--- config.mk ---
export PLATFORM = sky130hd
export DESIGN_NAME = fetch_pc_sequencer_flat
export DESIGN_NICKNAME = d
export VERILOG_FILES = /design/src/rtl/fetch_pc_sequencer_if.sv /design/src/rtl/fetch_pc_sequencer.sv /design/src/flat_wrapper.sv
export SDC_FILE = /design/constraint.sdc
export NUM_CORES = 1
export LEC_CHECK = 0
export CORE_MARGIN = 1
export CORE_UTILIZATION = 35
export DETAILED_ROUTE_END_ITERATION = 7
export PLACE_DENSITY = 0.69
export SKIP_CTS_REPAIR_TIMING = 1
export SKIP_LAST_GASP = 1
export SYNTH_ARGS = -nofsm -noshare
export SYNTH_HDL_FRONTEND = slang
export SYNTH_SLANG_ARGS = --single-unit
--- constraint.sdc ---
create_clock -name in_clk -period 6.9 [get_ports in_clk]
set_clock_uncertainty 0.1 [all_clocks]
set_input_delay 0.69 -clock in_clk [delete_from_list [all_inputs] [get_ports in_clk]]
set_output_delay 0.69 -clock in_clk [all_outputs]
set_load 0.05 [all_outputs]
--- src/rtl/fetch_pc_sequencer_if.sv ---
// Fetch PC sequencer bus: redirect, backpressure and predecode inputs,
// IMEM address, valid, squash, epoch, branch fallback and stall count outputs.
interface fetch_pc_sequencer_if #(
  parameter int EPOCH_W = 3,
  parameter int CNT_W   = 16
);
  logic [63:0]        in_entry_pc;
  logic               in_rob_mispredict;
  logic [63:0]        in_rob_new_PC;
  logic               in_d_stall;
  logic               in_f_is_bcond;
  logic               in_f_is_uncond;
  logic               in_f_is_halt;
  logic [63:0]        in_f_imm;
  logic [63:0]        out_imem_addr;
  logic               out_f_valid;
  logic               out_squash;
  logic [EPOCH_W-1:0] out_epoch;
  logic [63:0]        out_branch_PC;
  logic [CNT_W-1:0]   out_stall_cnt;

  modport master (
    output in_entry_pc, in_rob_mispredict, in_rob_new_PC,
    output in_d_stall, in_f_is_bcond, in_f_is_uncond,
    output in_f_is_halt, in_f_imm,
    input  out_imem_addr, out_f_valid, out_squash,
    input  out_epoch, out_branch_PC, out_stall_cnt
  );

  modport slave (
    input  in_entry_pc, in_rob_mispredict, in_rob_new_PC,
    input  in_d_stall, in_f_is_bcond, in_f_is_uncond,
    input  in_f_is_halt, in_f_imm,
    output out_imem_addr, out_f_valid, out_squash,
    output out_epoch, out_branch_PC, out_stall_cnt
  );
endinterface

--- src/rtl/fetch_pc_sequencer.sv ---
// Fetch PC register and next-PC arbitration: redirect > halt > stall >
// predicted branch > PC+4. Ports: in_clk, in_rst (sync, high), bus (slave).
module fetch_pc_sequencer #(
  parameter int SQUASH_CYCLES = 2,
  parameter int EPOCH_W       = 3,
  parameter int CNT_W         = 16
) (
  input logic                  in_clk,
  input logic                  in_rst,
  fetch_pc_sequencer_if.slave  bus
);

  localparam int SQ_W =
    (SQUASH_CYCLES > 1) ? $clog2(SQUASH_CYCLES) : 1;

  typedef enum logic [1:0] {
    BOOT,
    RUN,
    SQUASH,
    HALT
  } state_t;

  state_t             state_q, state_n;
  logic [63:0]        pc_q, pc_n;
  logic [SQ_W-1:0]    sq_q, sq_n;
  logic [EPOCH_W-1:0] epoch_q, epoch_n;
  logic [63:0]        bpc_q, bpc_n;
  logic [CNT_W-1:0]   cnt_q, cnt_n;
  logic               squash_q;
  logic               valid;
  logic [63:0]        pc_seq;
  logic [63:0]        pc_tgt;
  logic               unused_lo;

  // Redirect targets are word aligned; the low bits are dropped.
  assign unused_lo = ^bus.in_rob_new_PC[1:0];

  assign pc_seq = pc_q + 64'd4;
  assign pc_tgt = pc_q + bus.in_f_imm;

  always_comb begin
    state_n = state_q;
    pc_n    = pc_q;
    sq_n    = sq_q;
    epoch_n = epoch_q;
    bpc_n   = bpc_q;
    cnt_n   = cnt_q;
    valid   = 1'b0;
    if (bus.in_rob_mispredict) begin
      pc_n    = {bus.in_rob_new_PC[63:2], 2'b00};
      epoch_n = epoch_q + EPOCH_W'(1);
      state_n = SQUASH;
      sq_n    = SQ_W'(SQUASH_CYCLES - 1);
    end else begin
      unique case (state_q)
        BOOT: state_n = RUN;
        SQUASH: begin
          if (sq_q == '0) state_n = RUN;
          else sq_n = sq_q - SQ_W'(1);
        end
        HALT: state_n = HALT;
        RUN: begin
          if (bus.in_d_stall) begin
            if (!(&cnt_q)) cnt_n = cnt_q + CNT_W'(1);
          end else begin
            valid = 1'b1;
            if (bus.in_f_is_halt) begin
              state_n = HALT;
            end else if (bus.in_f_is_uncond) begin
              pc_n = pc_tgt;
            end else if (bus.in_f_is_bcond) begin
              pc_n  = pc_seq;
              bpc_n = pc_tgt;
            end else begin
              pc_n = pc_seq;
            end
          end
        end
        default: state_n = BOOT;
      endcase
    end
  end

  always_ff @(posedge in_clk) begin
    if (in_rst) begin
      state_q  <= BOOT;
      pc_q     <= bus.in_entry_pc;
      sq_q     <= '0;
      epoch_q  <= '0;
      bpc_q    <= '0;
      cnt_q    <= '0;
      squash_q <= 1'b0;
    end else begin
      state_q  <= state_n;
      pc_q     <= pc_n;
      sq_q     <= sq_n;
      epoch_q  <= epoch_n;
      bpc_q    <= bpc_n;
      cnt_q    <= cnt_n;
      squash_q <= (state_n == SQUASH);
    end
  end

  assign bus.out_imem_addr = pc_q;
  assign bus.out_f_valid   = valid;
  assign bus.out_squash    = squash_q;
  assign bus.out_epoch     = epoch_q;
  assign bus.out_branch_PC = bpc_q;
  assign bus.out_stall_cnt = cnt_q;

endmodule

--- src/flat_wrapper.sv ---
// flat-port wrapper written by rule: the top's interface ports become plain ports
module fetch_pc_sequencer_flat 
#(
  parameter int SQUASH_CYCLES = 2,
  parameter int EPOCH_W       = 3,
  parameter int CNT_W         = 16
)
  (in_clk, in_rst, bus_in_entry_pc, bus_in_rob_mispredict, bus_in_rob_new_PC, bus_in_d_stall, bus_in_f_is_bcond, bus_in_f_is_uncond, bus_in_f_is_halt, bus_in_f_imm, bus_out_imem_addr, bus_out_f_valid, bus_out_squash, bus_out_epoch, bus_out_branch_PC, bus_out_stall_cnt);
  fetch_pc_sequencer_if #(.EPOCH_W(EPOCH_W), .CNT_W(CNT_W)) bus_i ();
  input logic in_clk;
  input logic in_rst;
  input wire logic [$bits(bus_i.in_entry_pc)-1:0] bus_in_entry_pc;
  input wire logic [$bits(bus_i.in_rob_mispredict)-1:0] bus_in_rob_mispredict;
  input wire logic [$bits(bus_i.in_rob_new_PC)-1:0] bus_in_rob_new_PC;
  input wire logic [$bits(bus_i.in_d_stall)-1:0] bus_in_d_stall;
  input wire logic [$bits(bus_i.in_f_is_bcond)-1:0] bus_in_f_is_bcond;
  input wire logic [$bits(bus_i.in_f_is_uncond)-1:0] bus_in_f_is_uncond;
  input wire logic [$bits(bus_i.in_f_is_halt)-1:0] bus_in_f_is_halt;
  input wire logic [$bits(bus_i.in_f_imm)-1:0] bus_in_f_imm;
  output wire logic [$bits(bus_i.out_imem_addr)-1:0] bus_out_imem_addr;
  output wire logic [$bits(bus_i.out_f_valid)-1:0] bus_out_f_valid;
  output wire logic [$bits(bus_i.out_squash)-1:0] bus_out_squash;
  output wire logic [$bits(bus_i.out_epoch)-1:0] bus_out_epoch;
  output wire logic [$bits(bus_i.out_branch_PC)-1:0] bus_out_branch_PC;
  output wire logic [$bits(bus_i.out_stall_cnt)-1:0] bus_out_stall_cnt;
  assign bus_i.in_entry_pc = bus_in_entry_pc;
  assign bus_i.in_rob_mispredict = bus_in_rob_mispredict;
  assign bus_i.in_rob_new_PC = bus_in_rob_new_PC;
  assign bus_i.in_d_stall = bus_in_d_stall;
  assign bus_i.in_f_is_bcond = bus_in_f_is_bcond;
  assign bus_i.in_f_is_uncond = bus_in_f_is_uncond;
  assign bus_i.in_f_is_halt = bus_in_f_is_halt;
  assign bus_i.in_f_imm = bus_in_f_imm;
  assign bus_out_imem_addr = bus_i.out_imem_addr;
  assign bus_out_f_valid = bus_i.out_f_valid;
  assign bus_out_squash = bus_i.out_squash;
  assign bus_out_epoch = bus_i.out_epoch;
  assign bus_out_branch_PC = bus_i.out_branch_PC;
  assign bus_out_stall_cnt = bus_i.out_stall_cnt;
  fetch_pc_sequencer #(.SQUASH_CYCLES(SQUASH_CYCLES), .EPOCH_W(EPOCH_W), .CNT_W(CNT_W)) u_core (.in_clk(in_clk), .in_rst(in_rst), .bus(bus_i));
endmodule
==> impl_metrics.py <==
metrics = {
    "run_status": {
        "status": "completed",
    },
    "timing": {
        "post-route-period-util_pct": 61.6,
        "fin_ws_ns": 2.65,
        "rsz0062_at_grt": "no",
        "finalMaxSlewViolations": 0,
        "hold_viol": 0,
        "relSlewSlack_pct": 26.6,
        "timing.fmax_mhz": 235,
        "fin_crit_ns": 4.25,
        "tightest_slew_ns": 1.10,
        "tns_ns": 0,
        "timing.hold.ws_ns": 0.353,
        "setup_viol": 0,
    },
    "power": {
        "p_total_mw": 3.32,
        "power_leakage_nw": 5.98,
        "peakVddDrop_v": 0.000169,
        "power.density_nw_per_um2": 209,
    },
    "clocking": {
        "clk_pin_slew_ns": 0.07,
        "clock_sinks": 151,
        "cts_buffer_depth": 2,
        "cts_made_buffers": 17,
        "h-tree-depth": 4,
        "cts-root-buf": "clkbuf_16",
        "clock_latency_ns": 0.45,
        "tritoncts": "built",
    },
    "synth": {
        "synth_flop_cell": "dfxtp_1",
        "netlist_area_sq_um": 11500,
        "yosys_warnings": 0,
        "ys_async_sr_fraction_pct": 0,
        "synth.distinct_cells": 76,
        "syn_nets": 1719,
        "synth_cells": 1453,
        "syn_area_per_cell_sq_um": 7.92,
        "synth-seq-cells": 151,
        "yosysSeqAreaShare_pct": 31.8,
        "synth_edf_count": 64,
    },
    "cells_and_area": {
        "syn_to_final_growth_pct": 37.9,
        "antenna_cells": 0,
        "drive_above_1_share_pct": 4.16,
        "finalNonFillerCells": 2198,
        "nets": 2009,
        "num-fill-cells": 3105,
    },
    "detailed_routing": {
        "final_antenna_net_count": 0,
        "wl_um": 41300,
        "drc": 0,
        "avgViaCountPerCell": 5.52,
        "drt_iter0_markers": 1183,
        "drtPass1Iterations": 6,
        "num_vias": 12100,
        "avgRoutedWirePerCell_um": 18.8,
    },
    "setup_path": {
        "critPathMaxStageDelay_ns": 0.44,
        "r2r-start": "u_core.bus.out_imem_addr[4]",
        "critPathRequiredTime_ns": 6.97,
        "slowest_stage": "fa_1",
        "arrival_ns": 4.33,
        "endpoint_kind": "flip-flop",
        "critPathMaxFanout": 7,
        "critPathLaunchType": "input port",
        "worstSetupPathType": "input port to flip-flop",
        "path_cells": "clkdlybuf4s50_1, ha_1, fa_1, a211oi_1, nor2_1, o211ai_1, a21oi_2, o21ai_2, o21ai_4, a31oi_2, o21ai_2, a21oi_1, xor2_1, o21ai_0",
        "path_common_cell": "o21ai_2",
        "startpoint": "bus_in_f_imm[0]",
    },
    "place": {
        "dp.final_hpwl_um": 30800,
        "gp_congestion": 0.925,
        "dp.cells": 2166,
        "pre_cts_slack_ns": 2.27,
        "io_buffers": 345,
    },
    "die": {
        "start_util_pct": 35.4,
        "core_sq_um": 32500,
        "ioPinCount": 348,
        "die_h_um": 183,
        "die_w_um": 183,
        "core.rowCount": 66,
        "fp.dieArea_sq_um": 33600,
    },
    "grt": {
        "overflow": 0,
        "antenna_found_initial": 2,
        "grt_first_pass_wirelength_um": 63100,
        "gr-usage-all-layers_pct": 24.2,
        "grt_pass1_vias": 11400,
        "grt_max_degree": 96,
    },
    "flow_run": {
        "max-cap-violations": 0,
    },
    "min_path": {
        "hold_path.startpoint": "u_core.bus.out_branch_PC[42]",
        "hold_class": "flip-flop to flip-flop",
    },
}
-- kinds of logic after synthesis --
group / Yosys count / share of synthesized area, %
AND/OR/NAND/NOR: 527 / 21.2
XOR/XNOR: 137 / 10.4
flip-flops: 151 / 31.8
buffers and inverters: 109 / 3.59
multiplexers: 5 / 0.435
adder cells (fa/ha/maj): 67 / 7.35
AO/OA/AOI/OAI: 457 / 25.1
-- area by class of cell --
cell class	instances	area (sq um)	share of cell area [%]
clock buffers	18	450	2.84
clock inverters	14	128	0.805
inverters	24	90.1	0.568
multi-input cells	1193	7450	46.9
flip-flops and latches	151	3660	23.1
well taps	442	553	3.49
repair buffers	356	3530	22.3
-- final timing paths --
| path | to | slack [ns] | depth (start not counted) |
|---|---|---|---|
| max | u_core.bus.out_imem_addr[62] | 2.65 | 14 |
| min reg2reg | u_core.bus.out_branch_PC[42] | 0.35 | 2 |
| min | u_core.bus.out_branch_PC[42] | 0.35 | 2 |
| max reg2reg | u_core.bus.out_imem_addr[59] | 2.75 | 11 |
-- metrics by stage --
step | util [%] | instance area (sq um)
after global placement | 47.1 | 15300
after CTS | 48.9 | 15900
final | 48.9 | 15900
after global routing | 48.9 | 15900
after floorplan | - | 11500
after detailed placement | 47.1 | 15300
-- registers in the layout (all words and copies together) (netlist names) --
| name | cells |
|---|---|
| u_core.bus.out_epoch | 3 |
| u_core.bus.out_squash | 1 |
| u_core.bus.out_branch_PC | 64 |
| u_core.bus.out_imem_addr | 64 |
| u_core.sq_q | 1 |
| u_core.state_q | 2 |
| u_core.bus.out_stall_cnt | 16 |
-- cells in the final DEF (no fill, tap or decap), types with 3 or more instances in the layout --
cell type and n:
a211oi_1 40, a21boi_0 4, a21o_1 36, a21oi_1 173
a21oi_2 5, a221o_1 7, a222oi_1 13, a22oi_1 8
a31oi_1 5, and2_1 9, and3_1 27, and4_1 7
buf_4 12, clkbuf_16 18, clkdlybuf4s50_1 342, clkinv_4 3
dfxtp_1 87, edfxtp_1 64, ha_1 66, inv_1 24
inv_6 5, inv_8 4, mux2i_1 5, nand2_1 163
nand2b_1 8, nand3_1 52, nand4_1 36, nor2_1 176
nor2b_1 10, nor3_1 16, o211ai_1 5, o21a_1 6
o21ai_0 94, o21ai_1 3, o21bai_1 19, o22ai_1 4
o31ai_1 3, or4_1 6, xnor2_1 71, xor2_1 66
-- routing by layer --
metal	vias up	track usage, %	part of all wire, %
li1	5869	-	-
met1	5703	31.6	44
met2	504	40.0	46
met3	43	5.04	8.3
met4	4	6.87	1.7
met5	-	0	0.056
-- worst max-delay path: cells and delay by family --
kind,cells,cell delay [ns]
AOI/OAI and AO/OA,9,2.21
adders and majority gates,2,0.68
buffers and inverters,1,0.41
xor gates and xnor gates,1,0.18
and+or+nand+nor,1,0.12
-- power breakdown --
part           internal [mW]  leakage (nW)  switching [mW]
clock network          0.499         0.290           0.458
registers              0.997          1.37          0.0805
logic                  0.515          4.32           0.773
-- cell usage after synthesis (6+ instances only) --
| cell | instances | area share, % |
|---|---|---|
| xnor2_1 | 71 | 5.4 |
| clkbuf_1 | 75 | 2.4 |
| nand3_1 | 52 | 2.3 |
| a22oi_1 | 8 | 0.52 |
| o21a_1 | 6 | 0.39 |
| buf_1 | 7 | 0.23 |
| dfxtp_1 | 87 | 15 |
| or4_1 | 6 | 0.39 |
| nand4_1 | 36 | 2.0 |
| nand2_1 | 163 | 5.3 |
| nor2b_1 | 11 | 0.60 |
| edfxtp_1 | 64 | 17 |
| inv_1 | 24 | 0.78 |
| and4_1 | 7 | 0.53 |
| a222oi_1 | 13 | 1.1 |
| ha_1 | 66 | 7.2 |
| nand2b_1 | 8 | 0.44 |
| a21oi_1 | 173 | 7.5 |
| and2_1 | 9 | 0.49 |
| xor2_1 | 66 | 5.0 |
| o21bai_1 | 19 | 1.2 |
| a21o_1 | 36 | 2.3 |
| nor3_1 | 16 | 0.70 |
| and3_1 | 27 | 1.5 |
| a211oi_1 | 40 | 2.6 |
| nor2_1 | 176 | 5.7 |
| a221o_1 | 7 | 0.61 |
| o21ai_0 | 94 | 4.1 |
Power figures use the tool's default switching activity.
